## config.mk

```make
export PLATFORM = sky130hd
export DESIGN_NAME = sprite_position_fetcher
export DESIGN_NICKNAME = d
export VERILOG_FILES = /design/src/rtl/bananachine_pkg.sv /design/src/rtl/sprite_position_fetcher_clamp.sv /design/src/rtl/sprite_position_fetcher.sv
export SDC_FILE = /design/constraint.sdc
export NUM_CORES = 1
export LEC_CHECK = 0
export BUFFER_PORTS_ARGS = -buffer_cell sky130_fd_sc_hd__buf_2
export CAP_MARGIN = 15
export CORE_MARGIN = 4
export CORE_UTILIZATION = 50
export DETAILED_ROUTE_END_ITERATION = 8
export PLACE_DENSITY_LB_ADDON = 0.25
export SKIP_CTS_REPAIR_TIMING = 1
export SLEW_MARGIN = 20
export SYNTH_ARGS = -nofsm -noshare
export SYNTH_HDL_FRONTEND = slang
export SYNTH_SLANG_ARGS = --single-unit
```

## constraint.sdc

```tcl
create_clock -name clk -period 5.1 [get_ports clk]
set_input_delay 0.765 -clock clk [delete_from_list [all_inputs] [get_ports clk]]
set_output_delay 0.765 -clock clk [all_outputs]
set_load 0.1 [all_outputs]
```

## src/rtl/bananachine_pkg.sv

```systemverilog
// rtl/bananachine_pkg.sv - shared sprite address map, raster size and fetcher state encoding
package bananachine_pkg;

    localparam int unsigned MXP  = 6000;
    localparam int unsigned MYP  = 6004;
    localparam int unsigned P1XP = 6008;
    localparam int unsigned P1YP = 6012;
    localparam int unsigned P2XP = 6016;
    localparam int unsigned P2YP = 6020;

    localparam int unsigned H_RES = 640;
    localparam int unsigned V_RES = 480;

    localparam int unsigned NUM_COORDS = 6;

    typedef enum logic [1:0] {
        ST_IDLE  = 2'd0,
        ST_FETCH = 2'd1,
        ST_DRAIN = 2'd2,
        ST_DONE  = 2'd3
    } fetch_state_e;

endpackage

```

## src/rtl/sprite_position_fetcher_clamp.sv

```systemverilog
// rtl/sprite_position_fetcher_clamp.sv - unsigned min(value, limit) on the capture path
module coord_clamp #(
    parameter int WIDTH = 16
) (
    input  logic [WIDTH-1:0] value_i,
    input  logic [WIDTH-1:0] limit_i,
    output logic [WIDTH-1:0] clamped_o
);

    assign clamped_o = (value_i > limit_i) ? limit_i : value_i;

endmodule

```

## src/rtl/sprite_position_fetcher.sv

```systemverilog
// rtl/sprite_position_fetcher.sv - per-frame fetch of six sprite coordinates with clamp and atomic commit
module sprite_position_fetcher
    import bananachine_pkg::*;
#(
    parameter int WIDTH = 16,
    parameter int H_RES = bananachine_pkg::H_RES,
    parameter int V_RES = bananachine_pkg::V_RES,
    parameter int MXP   = bananachine_pkg::MXP,
    parameter int MYP   = bananachine_pkg::MYP,
    parameter int P1XP  = bananachine_pkg::P1XP,
    parameter int P1YP  = bananachine_pkg::P1YP,
    parameter int P2XP  = bananachine_pkg::P2XP,
    parameter int P2YP  = bananachine_pkg::P2YP
) (
    input  logic             clk,
    input  logic             reset,
    input  logic             frame_start,
    input  logic [WIDTH-1:0] data_from_mem_vga,
    output logic [WIDTH-1:0] mem_address,
    output logic [WIDTH-1:0] mx,
    output logic [WIDTH-1:0] my,
    output logic [WIDTH-1:0] p1x,
    output logic [WIDTH-1:0] p1y,
    output logic [WIDTH-1:0] p2x,
    output logic [WIDTH-1:0] p2y,
    output logic             busy,
    output logic             frame_done,
    output logic             overrun
);

    localparam logic [2:0]       LAST_IDX = 3'(NUM_COORDS - 1);
    localparam logic [WIDTH-1:0] X_LIMIT  = WIDTH'(H_RES - 1);
    localparam logic [WIDTH-1:0] Y_LIMIT  = WIDTH'(V_RES - 1);

    fetch_state_e     state_q, state_d;
    logic [2:0]       index_q, index_d;
    logic [2:0]       cap_idx_q;
    logic             cap_en_q;
    logic             overrun_q;
    logic [WIDTH-1:0] shadow_q [0:NUM_COORDS-2];
    logic [WIDTH-1:0] coord_q  [0:NUM_COORDS-1];
    logic [WIDTH-1:0] clamp_limit;
    logic [WIDTH-1:0] clamped;

    always_ff @(posedge clk or negedge reset) begin
        if (!reset) begin
            state_q <= ST_IDLE;
        end else begin
            state_q <= state_d;
        end
    end

    always_comb begin
        state_d = state_q;
        index_d = '0;
        case (state_q)
            ST_IDLE:  if (frame_start) state_d = ST_FETCH;
            ST_FETCH: begin
                if (index_q == LAST_IDX) begin
                    state_d = ST_DRAIN;
                end else begin
                    index_d = index_q + 3'd1;
                end
            end
            ST_DRAIN: state_d = ST_DONE;
            ST_DONE:  state_d = ST_IDLE;
            default:  state_d = ST_IDLE;
        endcase
    end

    always_comb begin
        busy       = (state_q == ST_FETCH) || (state_q == ST_DRAIN);
        frame_done = (state_q == ST_DONE);
    end

    always_comb begin
        case (index_q)
            3'd0:    mem_address = WIDTH'(MXP);
            3'd1:    mem_address = WIDTH'(MYP);
            3'd2:    mem_address = WIDTH'(P1XP);
            3'd3:    mem_address = WIDTH'(P1YP);
            3'd4:    mem_address = WIDTH'(P2XP);
            3'd5:    mem_address = WIDTH'(P2YP);
            default: mem_address = WIDTH'(MXP);
        endcase
    end

    // Odd capture indices are Y words.
    assign clamp_limit = cap_idx_q[0] ? Y_LIMIT : X_LIMIT;

    coord_clamp #(.WIDTH(WIDTH)) u_clamp (
        .value_i   (data_from_mem_vga),
        .limit_i   (clamp_limit),
        .clamped_o (clamped)
    );

    // RAM read data lags its address by one cycle, so capture tracks the previous index.
    always_ff @(posedge clk or negedge reset) begin
        if (!reset) begin
            index_q   <= '0;
            cap_idx_q <= '0;
            cap_en_q  <= 1'b0;
            overrun_q <= 1'b0;
        end else begin
            index_q   <= index_d;
            cap_idx_q <= index_q;
            cap_en_q  <= (state_q == ST_FETCH);
            overrun_q <= frame_start && (state_q != ST_IDLE);
        end
    end

    always_ff @(posedge clk or negedge reset) begin
        if (!reset) begin
            for (int k = 0; k < NUM_COORDS - 1; k++) shadow_q[k] <= '0;
            for (int k = 0; k < NUM_COORDS; k++)     coord_q[k]  <= '0;
        end else begin
            for (int k = 0; k < NUM_COORDS - 1; k++) begin
                if (cap_en_q && cap_idx_q == 3'(k)) shadow_q[k] <= clamped;
            end
            // Last word bypasses the shadow so all six commit on the same edge.
            if (state_q == ST_DRAIN) begin
                for (int k = 0; k < NUM_COORDS - 1; k++) coord_q[k] <= shadow_q[k];
                coord_q[NUM_COORDS-1] <= clamped;
            end
        end
    end

    assign mx      = coord_q[0];
    assign my      = coord_q[1];
    assign p1x     = coord_q[2];
    assign p1y     = coord_q[3];
    assign p2x     = coord_q[4];
    assign p2y     = coord_q[5];
    assign overrun = overrun_q;

endmodule

```

==> impl_metrics.json <==
{
  "min_period_over_period_pct": 52.8,
  "synthToLayoutAreaGrowth_pct": 19.4,
  "grt_pass1_vias": 4556,
  "clk_pin_slew_ns": 0.07,
  "yosys.area_share.adder_pct": 1.58,
  "ant_nets": 0,
  "nFillCells": 1110,
  "tritoncts": "yes",
  "irDropWorstVdd_mv": 0.293,
  "finalWirelength_mm": 15.1,
  "die_w_um": 127,
  "insertion_delay_ns": 0.43,
  "grt_max_degree": 144,
  "cts_buffer_depth": 2,
  "endpoint_kind": "output port",
  "avgRoutedWirePerCell_um": 18.8,
  "num_rows": 43,
  "ys_types": 41,
  "reg2regPathDepth": 6,
  "cts_made_buffers": 17,
  "syn_area_per_cell_sq_um": 14.5,
  "cts-root-buf": "clkbuf_16",
  "crit_path_start_kind": "flip-flop",
  "hp-class": "input pin to async pin",
  "yosys.area.top_type_share_pct": 65.3,
  "cts_sinks": 186,
  "dpl-instance-area_sq_um": 7860,
  "yosysWarningCount": 0,
  "rsz0062_at_grt": "no",
  "arrival_ns": 1.93,
  "wl_met2_mm": 7.02,
  "drive_above_1_share_pct": 39.3,
  "io_pins": 134,
  "yosys.area_share.simple_pct": 7.27,
  "ys_seq_area_share_pct": 65.3,
  "num-nets-final": 638,
  "overflow": 0,
  "critPathKind": "flip-flop to output port",
  "ys.flop_type": "dfrtp_1",
  "async_reset_ff_share_pct": 100,
  "drv_cap": 0,
  "dp_hpwl_mm": 9.67,
  "drt-met1-wl_mm": 6.70,
  "synth_top_family_by_area": "multiplexers",
  "hold_viol_final": 0,
  "synthMuxAreaShare_pct": 12.8,
  "dieArea_sq_um": 16200,
  "r2r-start": "cap_idx_q[0]",
  "synth_common_cells": "dfrtp_1, mux2_2, nor2b_1",
  "worstMarginPinSlew_ns": 0.826,
  "die_height_um": 127,
  "p_leak_uw": 0.00408,
  "synth.top_cells.by_area": "dfrtp_1, mux2_2, o22a_1",
  "yosysMostFrequentCell": "dfrtp_1",
  "finalCriticalPeriod_ns": 2.69,
  "finClkSkew_ns": 0.0107,
  "grt_first_pass_wirelength_mm": 24.1,
  "synth_edf_count": 0,
  "dr.pass1.iters": 4,
  "ff_latch_area_sq_um": 4650,
  "setup_violations": 0,
  "slew_headroom_pct": 44.9,
  "remaining_drc_errors": 0,
  "yosysTopAreaCell": "dfrtp_1",
  "regToRegEndpoint": "shadow_q[33]",
  "track_usage_pct": 19.2,
  "syn_area_sq_um": 7120,
  "status": "complete, no violations",
  "multi_input_area_sq_um": 2270,
  "cp.required_ns": 4.34,
  "io_buffers": 123,
  "routed_via_density": 5.41,
  "slew_violations": 0,
  "core_area_sq_um": 13900,
  "synth_xor_area_share_pct": 0,
  "syn_inst": 490,
  "dr_wl_met3_mm": 1.19,
  "dr.first_iter.drc_count": 277,
  "antennaDiodeCount": 0,
  "ys_ff_latch": 186,
  "final_area_sq_um": 8510,
  "fin_tns_setup_ns": 0,
  "r2r_slack_ns": 2.61,
  "crit_fanout": 8,
  "htreeDepth": 4,
  "max_freq_mhz": 372,
  "top_layer_used": "met4",
  "vias": 4342,
  "final_core_util_pct": 61.1,
  "holdWs_ns": 0.275,
  "synth_compound_area_share_pct": 9.47,
  "initial_core_util_pct": 51.1,
  "antenna_found_initial": 0,
  "pwr_density_cell_nw_per_um2": 687,
  "place.gp.congestion": 0.837
}
-- kinds of logic after synthesis --
kind of cell | count (synthesis)
AOI/OAI and AO/OA | 77
adders and majority gates | 9
buffers and inverters | 51
DFF | 186
muxes | 81
other | 2
and+or+nand+nor | 84
-- critical path: stages, from the launching register on --
cell      delay (ns)
dfrtp_1         0.45
and2_1          0.17
ha_1            0.18
nand2_1         0.05
a21boi_0        0.19
buf_2           0.46
-- stage by stage --
stage | power [uW] | cells | setup WS [ns]
after CTS | 5890 | 802 | 2.37
after detailed placement | 4500 | 770 | 2.18
final | 5850 | 803 | 2.41
after global routing | 6080 | 803 | 2.25
after floorplan | 4050 | 498 | 0.871
after global placement | 4440 | 770 | 2.31
-- power breakdown --
group	leakage, uW	switching (uW)	total [uW]	internal, uW
Combinational	0.00148	1940	2500	557
Sequential	0.00230	183	1970	1780
Clock	0.000301	526	1390	859
Total	0.00408	2650	5850	3200
-- how the worst max path moves through the flow --
stage,start,end,slack [ns],depth (start not counted)
global route,index_q[0],mem_address[2],2.25,5
floorplan,index_q[1],mem_address[5],0.87,3
finish,index_q[0],mem_address[2],2.41,5
global placement,data_from_mem_vga[9],shadow_q[18],2.31,6
detailed placement,data_from_mem_vga[9],shadow_q[18],2.18,6
CTS,index_q[0],mem_address[2],2.37,5
-- per-layer routing --
metal	vias up	GRT usage (%)
met1	2236	26.4
met5	-	0
met2	122	28.3
li1	1968	-
met3	16	6.52
met4	0	7.57
-- layout make-up --
class | count | area share (%)
multi-input cells | 261 | 26.6
clock buffers | 25 | 5.71
flip-flops and latches | 186 | 54.7
repair buffers | 127 | 7.94
inverters | 17 | 0.750
well taps | 180 | 2.65
clock inverters | 7 | 1.62
-- layout by cell type, fill, tap and decap left out, types with 2 or more instances in the layout --
cell / count
clkbuf_8: 3
buf_2: 122
o211ai_2: 3
ha_1: 8
and3_1: 3
nand2_1: 8
mux2_2: 81
o32a_1: 15
o2111ai_1: 2
clkbuf_16: 17
conb_1: 10
a21boi_0: 2
nor2_1: 6
o211ai_1: 3
buf_4: 3
a32o_1: 2
o32ai_1: 2
nor2b_1: 38
clkinv_2: 2
bufinv_16: 4
a21oi_1: 6
a31oi_1: 2
clkbuf_1: 5
or4_1: 2
o22a_1: 30
nand3_1: 7
nand2b_1: 3
o22ai_1: 6
and2_1: 9
inv_1: 17
dfrtp_1: 186
-- registers in the layout, indices dropped and copies added, names as in the netlist --
| register | flops |
|---|---|
| my | 16 |
| cap_idx_q | 3 |
| state_q | 2 |
| mx | 16 |
| cap_en_q | 1 |
| shadow_q | 80 |
| overrun | 1 |
| p2x | 16 |
| p1x | 16 |
| p1y | 16 |
| index_q | 3 |
| p2y | 16 |
(Power assumes the default switching activity.)
